`src/rtl/ahb_lite_sram_slave_if.sv`:
```
// AHB-Lite bus signals between one master and one SRAM responder.
// Handshake: an address phase is taken on a rising edge where HSEL, HTRANS[1]
// and HREADY are all high; the data phase that follows ends on the first
// rising edge where HREADYOUT is high. HRESP qualifies that data phase.
interface ahb_lite_bus_if #(
  parameter int ADDR_W = 32
);
  logic              HSEL;
  logic [ADDR_W-1:0] HADDR;
  logic [1:0]        HTRANS;
  logic              HWRITE;
  logic [2:0]        HSIZE;
  logic [31:0]       HWDATA;
  logic              HREADY;
  logic              HREADYOUT;
  logic              HRESP;
  logic [31:0]       HRDATA;

  modport master (
    output HSEL, HADDR, HTRANS, HWRITE, HSIZE, HWDATA, HREADY,
    input  HREADYOUT, HRESP, HRDATA
  );

  modport slave (
    input  HSEL, HADDR, HTRANS, HWRITE, HSIZE, HWDATA, HREADY,
    output HREADYOUT, HRESP, HRDATA
  );
endinterface

```
`src/rtl/ahb_lite_sram_slave.sv`:
```
// AHB-Lite word-addressed SRAM responder with a fixed number of wait states
// before every OKAY completion and a two-cycle ERROR response for bad
// addresses, sizes or alignment. Writes commit on the edge that closes an
// OKAY data phase; reads are combinational from the registered word index.
module ahb_lite_sram_slave #(
  parameter int DEPTH       = 16,
  parameter int WAIT_STATES = 0,
  parameter int ADDR_W      = 32
) (
  input  logic           HCLK,
  input  logic           HRESET,
  ahb_lite_bus_if.slave  bus,
  output logic [1:0]     dbg_state
);

  localparam int IDX_W = (DEPTH > 1) ? $clog2(DEPTH) : 1;
  localparam int CNT_W = (WAIT_STATES > 0) ? $clog2(WAIT_STATES + 1) : 1;
  // One bit wider than HADDR so DEPTH*4 always fits in the range compare.
  localparam logic [ADDR_W:0] LIMIT = (ADDR_W + 1)'(DEPTH * 4);

  typedef enum logic [1:0] {
    S_IDLE = 2'd0,
    S_WAIT = 2'd1,
    S_ERR1 = 2'd2,
    S_ERR2 = 2'd3
  } state_t;

  state_t             state_q, state_d;
  logic [CNT_W-1:0]   cnt_q, cnt_d;
  logic               pend_q, pend_d;   // an OKAY transfer owns the data phase
  logic               write_q;
  logic [IDX_W-1:0]   idx_q;
  logic [3:0]         mask_q;

  logic [31:0]        mem [DEPTH];

  logic               hready_int;
  logic               accept;
  logic               size_bad, range_bad, align_bad, req_err;
  logic [3:0]         mask_d;
  logic               commit;
  logic               unused_bits;

  // HTRANS[0] only distinguishes SEQ from NONSEQ, which are treated alike.
  assign unused_bits = bus.HTRANS[0];

  // Request decode: accept qualification, error classification, lane mask.
  always_comb begin
    hready_int = (state_q == S_IDLE) || (state_q == S_ERR2);
    accept     = bus.HSEL & bus.HTRANS[1] & bus.HREADY & hready_int;
    size_bad   = (bus.HSIZE > 3'b010);
    range_bad  = ({1'b0, bus.HADDR} >= LIMIT);
    align_bad  = ((bus.HSIZE == 3'b001) && bus.HADDR[0]) ||
                 ((bus.HSIZE == 3'b010) && (bus.HADDR[1:0] != 2'b00));
    req_err    = size_bad | range_bad | align_bad;
    mask_d     = 4'b0000;
    case (bus.HSIZE)
      3'b000:  mask_d = 4'b0001 << bus.HADDR[1:0];
      3'b001:  mask_d = bus.HADDR[1] ? 4'b1100 : 4'b0011;
      3'b010:  mask_d = 4'b1111;
      default: mask_d = 4'b0000;
    endcase
  end

  // Next-state logic: data-phase sequencing for OKAY waits and ERROR pairs.
  always_comb begin
    state_d = state_q;
    cnt_d   = cnt_q;
    pend_d  = pend_q;
    case (state_q)
      S_IDLE, S_ERR2: begin
        // Final data cycle (or no transfer): a new accept starts the next phase.
        state_d = S_IDLE;
        cnt_d   = '0;
        pend_d  = 1'b0;
        if (accept) begin
          if (req_err) begin
            state_d = S_ERR1;
          end else begin
            pend_d = 1'b1;
            if (WAIT_STATES > 0) begin
              state_d = S_WAIT;
              cnt_d   = CNT_W'(WAIT_STATES);
            end
          end
        end
      end
      S_WAIT: begin
        cnt_d = cnt_q - CNT_W'(1);
        if (cnt_q == CNT_W'(1)) begin
          state_d = S_IDLE;
        end
      end
      S_ERR1: begin
        state_d = S_ERR2;
      end
      default: begin
        state_d = S_IDLE;
        cnt_d   = '0;
        pend_d  = 1'b0;
      end
    endcase
  end

  // State and address-phase capture registers.
  always_ff @(posedge HCLK) begin
    if (HRESET) begin
      state_q <= S_IDLE;
      cnt_q   <= '0;
      pend_q  <= 1'b0;
      write_q <= 1'b0;
      idx_q   <= '0;
      mask_q  <= 4'b0000;
    end else begin
      state_q <= state_d;
      cnt_q   <= cnt_d;
      pend_q  <= pend_d;
      if (accept) begin
        write_q <= bus.HWRITE;
        idx_q   <= bus.HADDR[IDX_W+1:2];
        mask_q  <= mask_d;
      end
    end
  end

  // A write lands only on the edge closing its OKAY data phase.
  assign commit = (state_q == S_IDLE) && pend_q && write_q;

  // Byte-lane write into the array; contents survive reset.
  always_ff @(posedge HCLK) begin
    if (!HRESET && commit) begin
      for (int b = 0; b < 4; b++) begin
        if (mask_q[b]) begin
          mem[idx_q][8*b +: 8] <= bus.HWDATA[8*b +: 8];
        end
      end
    end
  end

  assign bus.HREADYOUT = hready_int;
  assign bus.HRESP     = (state_q == S_ERR1) || (state_q == S_ERR2);
  assign bus.HRDATA    = ((state_q == S_IDLE) && pend_q && !write_q) ? mem[idx_q] : 32'h0;
  assign dbg_state     = state_q;

endmodule
```
`src/flat_wrapper.sv`:
```
// flat-port wrapper written by rule: the top's interface ports become plain ports
module ahb_lite_sram_slave_flat 
#(
  parameter int DEPTH       = 16,
  parameter int WAIT_STATES = 0,
  parameter int ADDR_W      = 32
)
  (HCLK, HRESET, dbg_state, bus_HSEL, bus_HADDR, bus_HTRANS, bus_HWRITE, bus_HSIZE, bus_HWDATA, bus_HREADY, bus_HREADYOUT, bus_HRESP, bus_HRDATA);
  ahb_lite_bus_if #(.ADDR_W(ADDR_W)) bus_i ();
  input  logic HCLK;
  input  logic HRESET;
  output logic [1:0] dbg_state;
  input wire logic [$bits(bus_i.HSEL)-1:0] bus_HSEL;
  input wire logic [$bits(bus_i.HADDR)-1:0] bus_HADDR;
  input wire logic [$bits(bus_i.HTRANS)-1:0] bus_HTRANS;
  input wire logic [$bits(bus_i.HWRITE)-1:0] bus_HWRITE;
  input wire logic [$bits(bus_i.HSIZE)-1:0] bus_HSIZE;
  input wire logic [$bits(bus_i.HWDATA)-1:0] bus_HWDATA;
  input wire logic [$bits(bus_i.HREADY)-1:0] bus_HREADY;
  output wire logic [$bits(bus_i.HREADYOUT)-1:0] bus_HREADYOUT;
  output wire logic [$bits(bus_i.HRESP)-1:0] bus_HRESP;
  output wire logic [$bits(bus_i.HRDATA)-1:0] bus_HRDATA;
  assign bus_i.HSEL = bus_HSEL;
  assign bus_i.HADDR = bus_HADDR;
  assign bus_i.HTRANS = bus_HTRANS;
  assign bus_i.HWRITE = bus_HWRITE;
  assign bus_i.HSIZE = bus_HSIZE;
  assign bus_i.HWDATA = bus_HWDATA;
  assign bus_i.HREADY = bus_HREADY;
  assign bus_HREADYOUT = bus_i.HREADYOUT;
  assign bus_HRESP = bus_i.HRESP;
  assign bus_HRDATA = bus_i.HRDATA;
  ahb_lite_sram_slave #(.DEPTH(DEPTH), .WAIT_STATES(WAIT_STATES), .ADDR_W(ADDR_W)) u_core (.HCLK(HCLK), .HRESET(HRESET), .bus(bus_i), .dbg_state(dbg_state));
endmodule
```
`config.mk`:
```
export PLATFORM = sky130hd
export DESIGN_NAME = ahb_lite_sram_slave_flat
export DESIGN_NICKNAME = d
export VERILOG_FILES = /design/src/rtl/ahb_lite_sram_slave_if.sv /design/src/rtl/ahb_lite_sram_slave.sv /design/src/flat_wrapper.sv
export SDC_FILE = /design/constraint.sdc
export NUM_CORES = 1
export LEC_CHECK = 0
export ABC_CLOCK_PERIOD_IN_PS = 5000
export CAP_MARGIN = 20
export CORE_UTILIZATION = 35
export CTS_CLUSTER_DIAMETER = 40
export CTS_CLUSTER_SIZE = 20
export DETAILED_ROUTE_END_ITERATION = 6
export PLACE_DENSITY_LB_ADDON = 0.3
export SYNTH_ARGS = -nofsm -noshare
export SYNTH_HDL_FRONTEND = slang
export SYNTH_SLANG_ARGS = --single-unit
export TNS_END_PERCENT = 20
```
`constraint.sdc`:
```
create_clock -name HCLK -period 5 [get_ports HCLK]
set_input_delay 1 -clock HCLK [delete_from_list [all_inputs] [get_ports HCLK]]
set_output_delay 1 -clock HCLK [all_outputs]
set_load 0.03 [all_outputs]
```
==> flow_summary.yaml, run 1 <==
run_status:
  status: "complete, no violations"
setup_path:
  cp_data_required_time_ns: 4.00
  worstSetupEndpoint: "bus_HRDATA[13]"
  crit_path_cell_trace: "inv_1 > ha_1 > nand4b_1 > nor2_4 > buf_4 > a22oi_1 > nand2_1 > clkdlybuf4s50_1"
  crit_fanout: 25
  r2r_slack_ns: 1.96
  startpoint_type: "flop"
  critPathArrivalTime_ns: 3.57
  r2r-start: "u_core.dbg_state[1]"
  setup.worst_path.end_class: "primary output"
  critPathKind: "flop to primary output"
  crit_slowest_cell: "nor2_4"
  r2r_cells: 6
  cp-startpoint: "u_core.dbg_state[1]"
  reg2reg_to: "u_core.mem[1][27]"
  slowest_delay_ns: 0.82
sta:
  setup_violations: 0
  tightest_slew_ns: 1.034
  hold_slack_ns: 0.4536
  rsz0062_at_grt: "no"
  layout_worst_path_cycle_share_pct: 91.49
  setup_tns_ns: 0
  skew_ns: 0.01217
  relSlewSlack_pct: 30.82
  period_needed_ns: 4.575
  hold_viol: 0
  slew_viol_final: 0
  fmax_mhz: 218.6
logic_synthesis:
  ys_types: 40
  synth_mux_area_share_pct: 14.58
  synth_compound_area_share_pct: 2.964
  synth_enable_flop_cells: 512
  yosys_warnings: 0
  synthAdderAreaFrac_pct: 0.3068
  synth-simple-area-share_pct: 3.461
  synth_top_family_by_area: "multiplexers"
  syn_inst: 968
  syn_nets: 1047
  async_flop_share_pct: 0
  synth-seq-cells: 529
  synth_seq_area_share_pct: 77.08
  synth_area_per_cell_um2: 21.06
  synth_flop_cell: "edfxtp_1"
  synth_top_cell_area_share_pct: 75.41
  synthTopCellsByArea: "edfxtp_1 (75%), mux4_2 (13%), a22oi_1 (2.3%), dfxtp_1 (1.7%), nor2_1 (1.4%)"
  yosysTopAreaCell: "edfxtp_1"
  synthXorXnorAreaFrac_pct: 0
  synth_area_mm2: 0.02039
clock_network:
  post_cts_resized: 0
  cts_max_level: 2
  clockRootBuffer: "clkbuf_16"
  clk_pin_slew_ns: 0.06
  numClockSinks: 529
  hold_buffers: 0
  postCtsSetupRepairBufs: 0
  clk_latency_ns: 0.60
  cts-buffers-inserted: 56
  cts_max_path_buffers: 3
  cts_tree: "yes"
place:
  numPortBuffers: 108
  hpwl_um: 26610
  gp_congestion: 0.7060
  place_inst: 1851
floorplan:
  dieArea_mm2: 0.05922
  die_y_um: 243.4
  rows: 88
  io_pins: 110
  start_util_pct: 35.41
  core_mm2: 0.05759
  die_w_um: 243.4
detailed_routing:
  drc: 0
  vias: 9885
  wl_met3_um: 2375
  routed-wl-met2_um: 21520
  antenna_left: 0
  wl_met1_um: 19180
  highest_layer: "met4"
  wirelength_um: 44050
  via_per_inst: 5.056
  wire_per_inst_um: 22.53
  dr.pass1.iters: 7
  drt_iter0_markers: 618
cells_and_area:
  antenna_cells: 0
  final_common_cell: "edfxtp_1"
  nets: 1223
  drive_above_1_share_pct: 23.70
  fill_cells: 4963
  layout_common_cells: "edfxtp_1 (512), mux4_2 (117), clkdlybuf4s50_1 (108)"
  areaGrowthSynthToFinish_pct: 20.72
  finalNonFillerCells: 1955
hold_path:
  hp-class: "flop to flop"
  min_from: "u_core.mask_q[1]"
grt:
  gr-total-overflow: 0
  grt_pass1_vias: 10430
  grt_max_degree: 54
  grt_use_total_pct: 14.95
  grt_pass1_wl_um: 65410
  antenna_found_initial: 0
power:
  leakagePower_nw: 7.617
  ir_drop_mv: 0.3025
  cellPowerDensity_mw_per_mm2: 384.6
job:
  cap_violations: 0
## power by group
group          switching, mW  leakage [nW]  total (mW)  internal (mW)
Clock                   1.84         0.970        4.34           2.50
Combinational          0.123          1.91       0.248          0.125
Sequential            0.0171          4.74        4.87           4.86
Total                   1.98          7.62        9.47           7.48
## cell families after synthesis
| logic type | Yosys count |
|---|---|
| DFF | 529 |
| and+or+nand+nor | 164 |
| muxes | 136 |
| AOI/OAI and AO/OA | 83 |
| buffers and inverters | 51 |
| adders and majority gates | 5 |
## routing by layer
metal / track usage (%) / vias to the layer above
li1: - / 4398
met1: 20.00 / 5171
met2: 24.77 / 262
met3: 2.567 / 54
met4: 4.883 / 0
met5: 0 / -
## state kept, by name, indices dropped and copies added, names as in the netlist, named ones only
signal	cells
u_core.mem	512
u_core.write_q	1
u_core.cnt_q	1
u_core.dbg_state	2
u_core.pend_q	1
u_core.mask_q	4
u_core.idx_q	4
## synth_stat cells (all sizes together) (5+ instances only)
| library cell | count |
|---|---|
| buf | 26 |
| nand2 | 52 |
| mux4 | 126 |
| dfxtp | 17 |
| nor2b | 8 |
| nor4 | 8 |
| nor2 | 78 |
| edfxtp | 512 |
| clkbuf | 21 |
| ha | 5 |
| a22oi | 63 |
| nand3 | 8 |
| mux2i | 9 |
| a21oi | 6 |
## stage by stage
step / cell area [µm²] / total power, mW / utilization, % / worst slack [ns]
CTS: 24610 / 9.558 / 42.74 / 0.3387
global route: 24610 / 9.734 / 42.74 / 0.2238
floorplan: 20390 / 5.084 / - / 2.148
finish: 24610 / 9.466 / 42.74 / 0.4254
global placement: 22630 / 5.215 / 39.30 / 1.038
detailed placement: 22630 / 5.223 / 39.30 / 0.9860
## cell type report
class                      count  area [µm²]  share of cell area, %
tap                          765       957.2                  3.889
clock buffer                  62        1498                  6.085
clock inverter                42       486.7                  1.977
multi-input combinational    388        4375                  17.78
sequential                   529       15720                  63.88
inverter                       4       15.01                0.06100
timing repair buffer         165        1559                  6.334
## how the worst min path moves through the flow
| stage | end | slack [ns] | cells past startpoint |
|---|---|---|---|
| floorplan | u_core.mask_q[3] | 0.43 | 2 |
| global placement | u_core.mask_q[0] | 0.44 | 2 |
| detailed placement | u_core.mask_q[1] | 0.45 | 2 |
| CTS | u_core.mask_q[1] | 0.46 | 2 |
| global route | u_core.mask_q[1] | 0.47 | 2 |
| finish | u_core.mask_q[1] | 0.45 | 2 |
## worst max-delay path, delay by kind of cell (launching register included)
kind,cells,cell delay (ns)
AO/OA/AOI/OAI,1,0.11
adder cells (fa/ha/maj),1,0.18
buffers and inverters,3,1.06
flip-flops,1,0.36
AND/OR/NAND/NOR,3,1.25
(Power assumes the default switching activity.)
==> run 2, diff against run 1 <==
--- a/config.mk
+++ b/config.mk
@@ -11,6 +11,7 @@
 export CTS_CLUSTER_DIAMETER = 40
 export CTS_CLUSTER_SIZE = 20
 export DETAILED_ROUTE_END_ITERATION = 6
+export GPL_ROUTABILITY_DRIVEN = 0
 export PLACE_DENSITY_LB_ADDON = 0.3
 export SYNTH_ARGS = -nofsm -noshare
 export SYNTH_HDL_FRONTEND = slang
==> results of run 2 <==
The final DEF is identical to that of run 1; final timing and power are the same.
==> run 3, diff against run 2 <==
--- a/config.mk
+++ b/config.mk
@@ -6,7 +6,6 @@
 export NUM_CORES = 1
 export LEC_CHECK = 0
 export ABC_CLOCK_PERIOD_IN_PS = 5000
-export CAP_MARGIN = 20
 export CORE_UTILIZATION = 35
 export CTS_CLUSTER_DIAMETER = 40
 export CTS_CLUSTER_SIZE = 20
==> results of run 3 <==
The final DEF is identical to that of run 1; final timing and power are the same.
